**src/rtl/rtc_bus_sequencer_pkg.sv**
```systemverilog
// Shared constants for the RTC bus sequencer: mode encodings, default slot and address values,
// and the sequencer state type.
package rtc_bus_sequencer_pkg;

    localparam logic [2:0] MODE_INIT   = 3'd0;
    localparam logic [2:0] MODE_REINIT = 3'd1;
    localparam logic [2:0] MODE_READ   = 3'd2;
    localparam logic [2:0] MODE_WR0    = 3'd3;

    localparam logic [6:0] SAFE_SLOT_DEF  = 7'h4A;
    localparam logic [7:0] ALM_BASE_DEF   = 8'h41;
    localparam logic [7:0] CLR_ADDR_DEF   = 8'h01;
    localparam logic [7:0] REINIT_END_DEF = 8'h02;

    typedef enum logic [1:0] {
        StInit,
        StReinit,
        StRead,
        StWrite
    } seq_state_e;

endpackage

```
**src/rtl/rtc_alarm_match.sv**
```systemverilog
// N-channel sticky alarm/timer-match flags, set from the read sweep and cleared either by the
// sweep's clear address or by every target being zero.
module rtc_alarm_match
    import rtc_bus_sequencer_pkg::*;
#(
    parameter int unsigned    DW       = 8,
    parameter int unsigned    AW       = 8,
    parameter int unsigned    N_ALM    = 3,
    parameter logic [AW-1:0]  ALM_BASE = ALM_BASE_DEF,
    parameter logic [AW-1:0]  CLR_ADDR = CLR_ADDR_DEF
) (
    input  logic                clk_i,
    input  logic                reset_i,
    input  logic                rd_i,
    input  logic [AW-1:0]       addr_i,
    input  logic [N_ALM*DW-1:0] live_i,
    input  logic [N_ALM*DW-1:0] target_i,
    output logic [N_ALM-1:0]    flag_o
);

    logic [N_ALM-1:0] flag_q, flag_d;
    logic             any_tgt;

    assign any_tgt = |target_i;

    always_comb begin
        flag_d = flag_q;
        if (rd_i && any_tgt) begin
            for (int i = 0; i < N_ALM; i++) begin
                if (addr_i == ALM_BASE + AW'(i) &&
                    live_i[i*DW +: DW] == target_i[i*DW +: DW]) begin
                    flag_d[i] = 1'b1;
                end
            end
        end
        // Clear takes precedence over any set in the same cycle.
        if (!any_tgt || (rd_i && addr_i == CLR_ADDR)) begin
            flag_d = '0;
        end
    end

    always_ff @(posedge clk_i) begin
        if (reset_i) begin
            flag_q <= '0;
        end else begin
            flag_q <= flag_d;
        end
    end

    assign flag_o = flag_q;

endmodule

```
**src/rtl/rtc_bus_sequencer.sv**
```systemverilog
// Owner of the shared RTC bus: picks init, re-init, background read or a write mode, switching
// only at the protocol safe slot, and muxes address/data toward the protocol generator.
module rtc_bus_sequencer
    import rtc_bus_sequencer_pkg::*;
#(
    parameter int unsigned       DW         = 8,
    parameter int unsigned       AW         = 8,
    parameter int unsigned       N_WR       = 3,
    parameter int unsigned       SLOT_W     = 7,
    parameter logic [SLOT_W-1:0] SAFE_SLOT  = SAFE_SLOT_DEF,
    parameter int unsigned       INIT_CYC   = 1034,
    parameter int unsigned       N_ALM      = 3,
    parameter logic [AW-1:0]     ALM_BASE   = ALM_BASE_DEF,
    parameter logic [AW-1:0]     CLR_ADDR   = CLR_ADDR_DEF,
    parameter logic [AW-1:0]     REINIT_END = REINIT_END_DEF
) (
    input  logic                clk_i,
    input  logic                reset_i,
    input  logic                reinit_req_i,
    input  logic [N_WR-1:0]     wr_req_i,
    input  logic [SLOT_W-1:0]   slot_i,
    input  logic [AW-1:0]       init_addr_i,
    input  logic [DW-1:0]       init_data_i,
    input  logic [AW-1:0]       rd_addr_i,
    input  logic [AW-1:0]       wr_addr_i,
    input  logic [DW-1:0]       wr_data_i,
    input  logic [N_ALM*DW-1:0] alm_live_i,
    input  logic [N_ALM*DW-1:0] alm_target_i,
    output logic [AW-1:0]       bus_addr_o,
    output logic [DW-1:0]       bus_data_o,
    output logic                rd_mode_o,
    output logic [2:0]          mode_o,
    output logic                init_busy_o,
    output logic [N_WR-1:0]     wr_grant_o,
    output logic [N_ALM-1:0]    alm_flag_o
);

    localparam int unsigned CW = $clog2(INIT_CYC);
    localparam int unsigned IW = (N_WR > 1) ? $clog2(N_WR) : 1;

    seq_state_e    state_q, state_d;
    logic [CW-1:0] cnt_q, cnt_d;
    logic [IW-1:0] wr_idx_q, wr_idx_d;
    logic          wr_found;
    logic [IW-1:0] wr_sel;

    // Lowest-numbered active write request wins.
    always_comb begin
        wr_found = 1'b0;
        wr_sel   = '0;
        for (int i = N_WR - 1; i >= 0; i--) begin
            if (wr_req_i[i]) begin
                wr_found = 1'b1;
                wr_sel   = IW'(i);
            end
        end
    end

    always_comb begin
        state_d  = state_q;
        cnt_d    = cnt_q;
        wr_idx_d = wr_idx_q;
        unique case (state_q)
            StInit: begin
                if (cnt_q == CW'(INIT_CYC - 1)) begin
                    state_d = StRead;
                    cnt_d   = '0;
                end else begin
                    cnt_d = cnt_q + CW'(1);
                end
            end
            StReinit: begin
                if (!reinit_req_i && bus_addr_o == REINIT_END) begin
                    state_d = StRead;
                end
            end
            StRead, StWrite: begin
                if (slot_i == SAFE_SLOT) begin
                    if (reinit_req_i) begin
                        state_d = StReinit;
                    end else if (wr_found) begin
                        state_d  = StWrite;
                        wr_idx_d = wr_sel;
                    end else begin
                        state_d = StRead;
                    end
                end
            end
            default: state_d = StInit;
        endcase
    end

    always_ff @(posedge clk_i) begin
        if (reset_i) begin
            state_q  <= StInit;
            cnt_q    <= '0;
            wr_idx_q <= '0;
        end else begin
            state_q  <= state_d;
            cnt_q    <= cnt_d;
            wr_idx_q <= wr_idx_d;
        end
    end

    always_comb begin
        bus_addr_o  = rd_addr_i;
        bus_data_o  = '0;
        rd_mode_o   = 1'b0;
        mode_o      = MODE_READ;
        init_busy_o = 1'b0;
        wr_grant_o  = '0;
        unique case (state_q)
            StInit, StReinit: begin
                bus_addr_o  = init_addr_i;
                bus_data_o  = init_data_i;
                mode_o      = (state_q == StInit) ? MODE_INIT : MODE_REINIT;
                init_busy_o = 1'b1;
            end
            StRead: begin
                rd_mode_o = 1'b1;
            end
            StWrite: begin
                bus_addr_o = wr_addr_i;
                bus_data_o = wr_data_i;
                mode_o     = MODE_WR0 + 3'(wr_idx_q);
                wr_grant_o = N_WR'(1) << wr_idx_q;
            end
            default: ;
        endcase
    end

    rtc_alarm_match #(
        .DW       (DW),
        .AW       (AW),
        .N_ALM    (N_ALM),
        .ALM_BASE (ALM_BASE),
        .CLR_ADDR (CLR_ADDR)
    ) u_alarm (
        .clk_i    (clk_i),
        .reset_i  (reset_i),
        .rd_i     (state_q == StRead),
        .addr_i   (bus_addr_o),
        .live_i   (alm_live_i),
        .target_i (alm_target_i),
        .flag_o   (alm_flag_o)
    );

endmodule

```
**config.mk**
```make
export PLATFORM = sky130hd
export DESIGN_NAME = rtc_bus_sequencer
export DESIGN_NICKNAME = d
export VERILOG_FILES = /design/src/rtl/rtc_bus_sequencer_pkg.sv /design/src/rtl/rtc_alarm_match.sv /design/src/rtl/rtc_bus_sequencer.sv
export SDC_FILE = /design/constraint.sdc
export NUM_CORES = 1
export LEC_CHECK = 0
export CORE_ASPECT_RATIO = 1.1
export CORE_MARGIN = 2
export CORE_UTILIZATION = 31
export CTS_BUF_LIST = sky130_fd_sc_hd__clkbuf_4
export DETAILED_ROUTE_END_ITERATION = 10
export PLACE_DENSITY = 0.79
export SLEW_MARGIN = 20
export SYNTH_ARGS = -nofsm -noshare
export SYNTH_HDL_FRONTEND = slang
export SYNTH_HIERARCHICAL = 1
export SYNTH_SLANG_ARGS = --single-unit
```
**constraint.sdc**
```tcl
create_clock -name clk_i -period 2.2 [get_ports clk_i]
set_input_delay 0.44 -clock clk_i [delete_from_list [all_inputs] [get_ports clk_i]]
set_output_delay 0.44 -clock clk_i [all_outputs]
set_load 0.1 [all_outputs]
```
* Yosys cells after proc, flatten, opt, wreduce, memory -nomap -nowiden
Cells that the tools add are included.
Word-level totals: word-level logic and storage cells 65, output and inout bits 27, input bits 101, register bits 18
Cells by class: bitwise logic cells 1, add/sub/neg operators 2, eq/ne operators 16, mux-type cells 20, reductions and logical operators 19, shifts and indexed selects 1
Operators with widths (count):
- case mux 8 bit (2 select lines) | 2
- == test 8 x 7 -> 1 bit (second input constant) | 3
- == test 8 bit | 3
- OR reduction 24 bit | 1
- 2-to-1 mux 2 bit | 7
- adder 11 x 1 -> 11 bit (second input constant) | 1
- == test 11 bit (second input constant) | 1
- 2-to-1 mux 11 bit | 1
- == test 8 x 1 -> 1 bit (second input constant) | 1
- == test 8 x 2 -> 1 bit (second input constant) | 1
- == test 7 bit (second input constant) | 1
- 2-to-1 mux 1 bit | 7
- logical AND 1 bit | 6
- != test 2 bit (second input constant) | 3
- case mux 2 bit (3 select lines) | 1
- case mux 3 bit (2 select lines) | 1
- AND reduction 2 bit | 3
- OR reduction 2 bit | 3
- == test 2 bit (second input constant) | 2
- AND reduction 4 bit | 1
- adder 2 x 2 -> 3 bit (first input constant) | 1
- 2-to-1 mux 3 bit | 1
- AND reduction 3 bit | 1
- left shift 1 x 2 -> 3 bit (first input constant) | 1
- other kinds (5) | 6

* Longest topological paths before layout
word-level depth 7, mapped depth 9, mapped depth without buffers 6

* Modules after synthesis
Netlist, hierarchy kept.
By module, submodules not included:
- rtc_bus_sequencer | cells an instance 140, times used 1, area an instance 1113.6 um^2
- rtc_alarm_match | cells an instance 57, times used 1, area an instance 491.7 um^2

* Worst setup path after synthesis
Ideal clock, no wire load.
kind flip-flop to flip-flop, start reg state_q[1], end reg u_alarm.flag_q[1] (netlist: u_alarm/flag_o[1]), cell stages (with the launch flop) 9, slack -1.587 ns, arrival 3.726 ns, path buffers 2, cells stage by stage dfxtp_1 > buf_2 > inv_1 > clkbuf_1 > nor2_1 > nor4b_4 > nand4_4 > nor4_2 > o21a_1
Between the ends: cells in the longest elaborated chain, start to end 7, elaborated cells between the ends (all ways) 14, classes of those cells eq/ne (5); mux (1); reduce/logical (8)
RTL lines:
- from (decl) | line rtc_bus_sequencer.sv:41 | seq_state_e state_q, state_d;
- from (signal assigned) | line rtc_bus_sequencer.sv:95 | state_q <= StInit;
- from (signal assigned) | line rtc_bus_sequencer.sv:99 | state_q <= state_d;
- == test 2 x 1 -> 1 bit or zero test 2 bit (tied branches) | line rtc_bus_sequencer.sv:112 | unique case (state_q)
- OR reduction 2 bit | line rtc_bus_sequencer.sv:112
- case mux 8 bit (2 select lines) | line rtc_bus_sequencer.sv:112
- == test 8 x 1 -> 1 bit | line rtc_alarm_match.sv:37 | if (!any_tgt || (rd_i && addr_i == CLR_ADDR)) begin
- logical AND 1 bit | line rtc_alarm_match.sv:37
- logical OR 1 bit | line rtc_alarm_match.sv:37
- OR reduction 2 bit (no source line)
- to (signal assigned) | line rtc_alarm_match.sv:46 | flag_q <= flag_d;
- to (decl) | line rtc_alarm_match.sv:21 | logic [N_ALM-1:0] flag_q, flag_d;
Parallel ways exist; a longest one is shown, timed or not. A chain may end at the register's enable or synchronous reset.

* Final worst setup path
start reg state_q[0], end out bus_addr_o[0]
Between the ends: cells in the longest elaborated chain, start to end 3, elaborated cells between the ends (all ways) 5, classes of those cells eq/ne (2); mux (1); reduce/logical (2)
RTL lines:
- == test 2 x 1 -> 1 bit or zero test 2 bit (tied branches) | line rtc_bus_sequencer.sv:112
- OR reduction 2 bit | line rtc_bus_sequencer.sv:112
- case mux 8 bit (2 select lines) * | line rtc_bus_sequencer.sv:112
- to (decl) | line rtc_bus_sequencer.sv:29 | output logic [AW-1:0] bus_addr_o,
Mark *: on every way between the ends. The rest lies on a longest branch, timed or not.

==> run summary <==
worst-path maximum fanout: 11
max cap viols: 0
I/O Buffers: 127
post-DR vias/cell: 5.20
FP Rows: 27
final setup fails: 0
total grt overflow: 0
DRT Wirelength: 6.01 mm
final worst path period need: 2.11 ns
Chip Height: 79.5 um
DIE WIDTH: 72.6 um
reg2reg start: state_q[0]$_SDFFE_PP0P_
CTS tree: done
Post-synth EDFFs: 0
number of synthesized register bits: 18
power consumption: 0.00162 W
r2r worst-path depth: 7
worst hold slack: 0.485 ns
CTS H-tree lvls: 1
diodes inserted: 0
starting density of the core: 32.1%
Data arrival, critical path: 1.67 ns
Slew headroom: 66.1%
Avg Cell Area, Syn: 8.15 um^2
Hold Vio Cnt, Final: 0
Overall Global Routing Usage: 20.2%
placed cell area: 3380 um^2
worst-case clock skew: 0.000723 ns
FMAX: 475 MHz
unrepaired setup endpoints after global routing: no
Post-CTS Hold Fix Bufs: 0
core area: 5000 um^2
fin. max-slew vios: 0
Critical Path Source: state_q[0]$_SDFFE_PP0P_
Critical Path RT: 1.76 ns
M3 GR Usage: 3.91%
Cells on Worst Hold Path: 1
syn_nets: 303
Top Usage Layer GRT: met2
final net count: 443
YS warnings: 6
Worst setup EP type: output port
first-pass GRT wire length: 9.32 mm
commonest non-fill, non-tap cell in the layout: clkdlybuf4s50_1
DRT iter0 DRCs: 57
CTS clock-pin slew for the worst setup and hold paths: 0.10 ns
HP Class: reg -> reg
Clock Latency Late Sink: 0.29 ns
Worst Setup Start Kind: flop
Hold Path End: u_alarm/flag_o[0]$_SDFFE_PP0P_
routed vias: 2,049
dpl hpwl: 5.29 mm
routed len/inst: 15.3 um
worst vdd ir: 0.000205 V
pin count of the biggest net entering global routing: 16
Die Area: 5770 um^2
Area Growth Syn to Fin: 114%
run status: finished clean
cell area after layout: 3430 um^2
Max clock buf depth: 2
distinct cell type count after synthesis: 46
vias in the first global route: 2,047
Top FF cell, synth: dfxtp_1
Post-synth ARST share: 0%
IO Pins: 128
slew of the pin with the lowest slew margin: 0.501 ns
leak pwr: 1.24 nW
DRC viols: 0
Fin Setup TNS: 0 ns
antenna viol nets, final: 0
synthesized instance count: 197
initial antenna violation count: 0
DRT Pass-1 Iters: 4
GP Congestion: 0.804
reg-to-reg slack, setup: 0.25 ns
Power per Cell Area: 474 nW/um^2
Clock Root Buffer: clkbuf_4
CTS buffer count: 3
post-synthesis sequential area ratio: 22.4%
fraction of layout cells with a size suffix above 1: 20.5%
commonest non-fill, non-tap cells in the layout: clkdlybuf4s50_1 (100), nor2_1 (25), xnor2_1 (24), buf_12 (24), buf_4 (18)
r2r endpoint: u_alarm/flag_o[0]$_SDFFE_PP0P_
Synth Cell Area: 1610 um^2
clk sinks: 18
met2 GRT Util: 38.7%
critical path type: reg -> out
period utilisation layout: 95.7%
M1 GR Usage: 21.9%
min-delay src: u_alarm/flag_o[0]$_SDFFE_PP0P_
[state kept, by name (all words and copies together) (netlist names)]
name,count
cnt_q,11
state_q,2
u_alarm/flag_o,3
wr_idx_q,2
[per-stage QoR]
| stage | util (%) | setup slack [ns] | cells |
|---|---|---|---|
| global route | 68.6 | 0.0159 | 394 |
| detailed placement | 67.6 | -0.0759 | 388 |
| CTS | 68.2 | 0.0678 | 392 |
| finish | 68.6 | 0.0949 | 394 |
| floorplan | - | -0.0574 | 197 |
| global placement | 67.6 | -0.000945 | 388 |
[critical path, stage by stage, from the launching register on]
cell and delay (ns):
dfxtp_2 0.42, buf_4 0.23, mux2i_2 0.30, a21oi_4 0.10, buf_4 0.16, buf_12 0.16
[metal layers]
metal | routed length, um | vias up
li1 | - | 1004
met1 | 2190 | 931
met2 | 3210 | 104
met3 | 518 | 10
met4 | 102 | 0
met5 | 0 | -
[power breakdown]
part           switching [W]  internal [W]  total (W)  leakage, nW
logic               0.000612      0.000486    0.00110         1.08
registers          0.0000150      0.000341   0.000356        0.146
clock network       0.000105     0.0000660   0.000171       0.0154
[final cells by class]
cell class | count | area, um^2
Clock buffer | 3 | 22.5
Clock inverter | 1 | 3.75
Fill cell | 409 | 1570
Inverter | 6 | 26.3
Multi-Input combinational cell | 166 | 1330
Sequential cell | 18 | 362
Tap cell | 58 | 72.6
Timing Repair Buffer | 142 | 1620
[logic make-up (layout without fill, tap and decap cells)]
family / count (synthesis) / after routing / synth area share [%]
xor gates and xnor gates: 33 / 33 / 18.0
AOI/OAI and AO/OA: 34 / 34 / 15.0
muxes: 8 / 8 / 4.99
DFF: 18 / 18 / 22.4
and+or+nand+nor: 86 / 86 / 32.4
buffers and inverters: 13 / 152 / 3.20
adders and majority gates: 5 / 5 / 3.90
[cells in the mapped netlist, drive strengths merged (2+ instances only)]
library cell  number  area, um^2
buf                3        13.8
or3                2        12.5
a21oi             11        55.1
and4               2        17.5
or2                2        12.5
and2               2        12.5
nand4b             2        17.5
xnor2             24         210
nand2              7        26.3
a22o               8        70.1
xor2               9        78.8
ha                 5        62.6
nor3               5        25.0
a31oi              2        12.5
nand4              8        65.1
dfxtp             18         360
mux2i              8        80.1
nor2              26        97.6
nor4b              5        58.8
nor4               9        62.6
o21a               4        30.0
and3               3        18.8
nand3              6        30.0
inv                6        22.5
clkbuf             4        15.0
[how the worst max path moves through the flow]
stage / to
global placement: u_alarm/flag_o[1]$_SDFFE_PP0P_
global route: bus_data_o[6]
detailed placement: u_alarm/flag_o[1]$_SDFFE_PP0P_
finish: bus_addr_o[0]
CTS: bus_data_o[6]
floorplan: u_alarm/flag_o[1]$_SDFFE_PP0P_
[timing repair]
action | in CTS | in global routing
endpoints found under the hold margin | 0 | 0
endpoints found under the setup margin | 10 | 3
setup buffers | 0 | 2
resized for setup | 3 | 1
(Power assumes the default switching activity.)
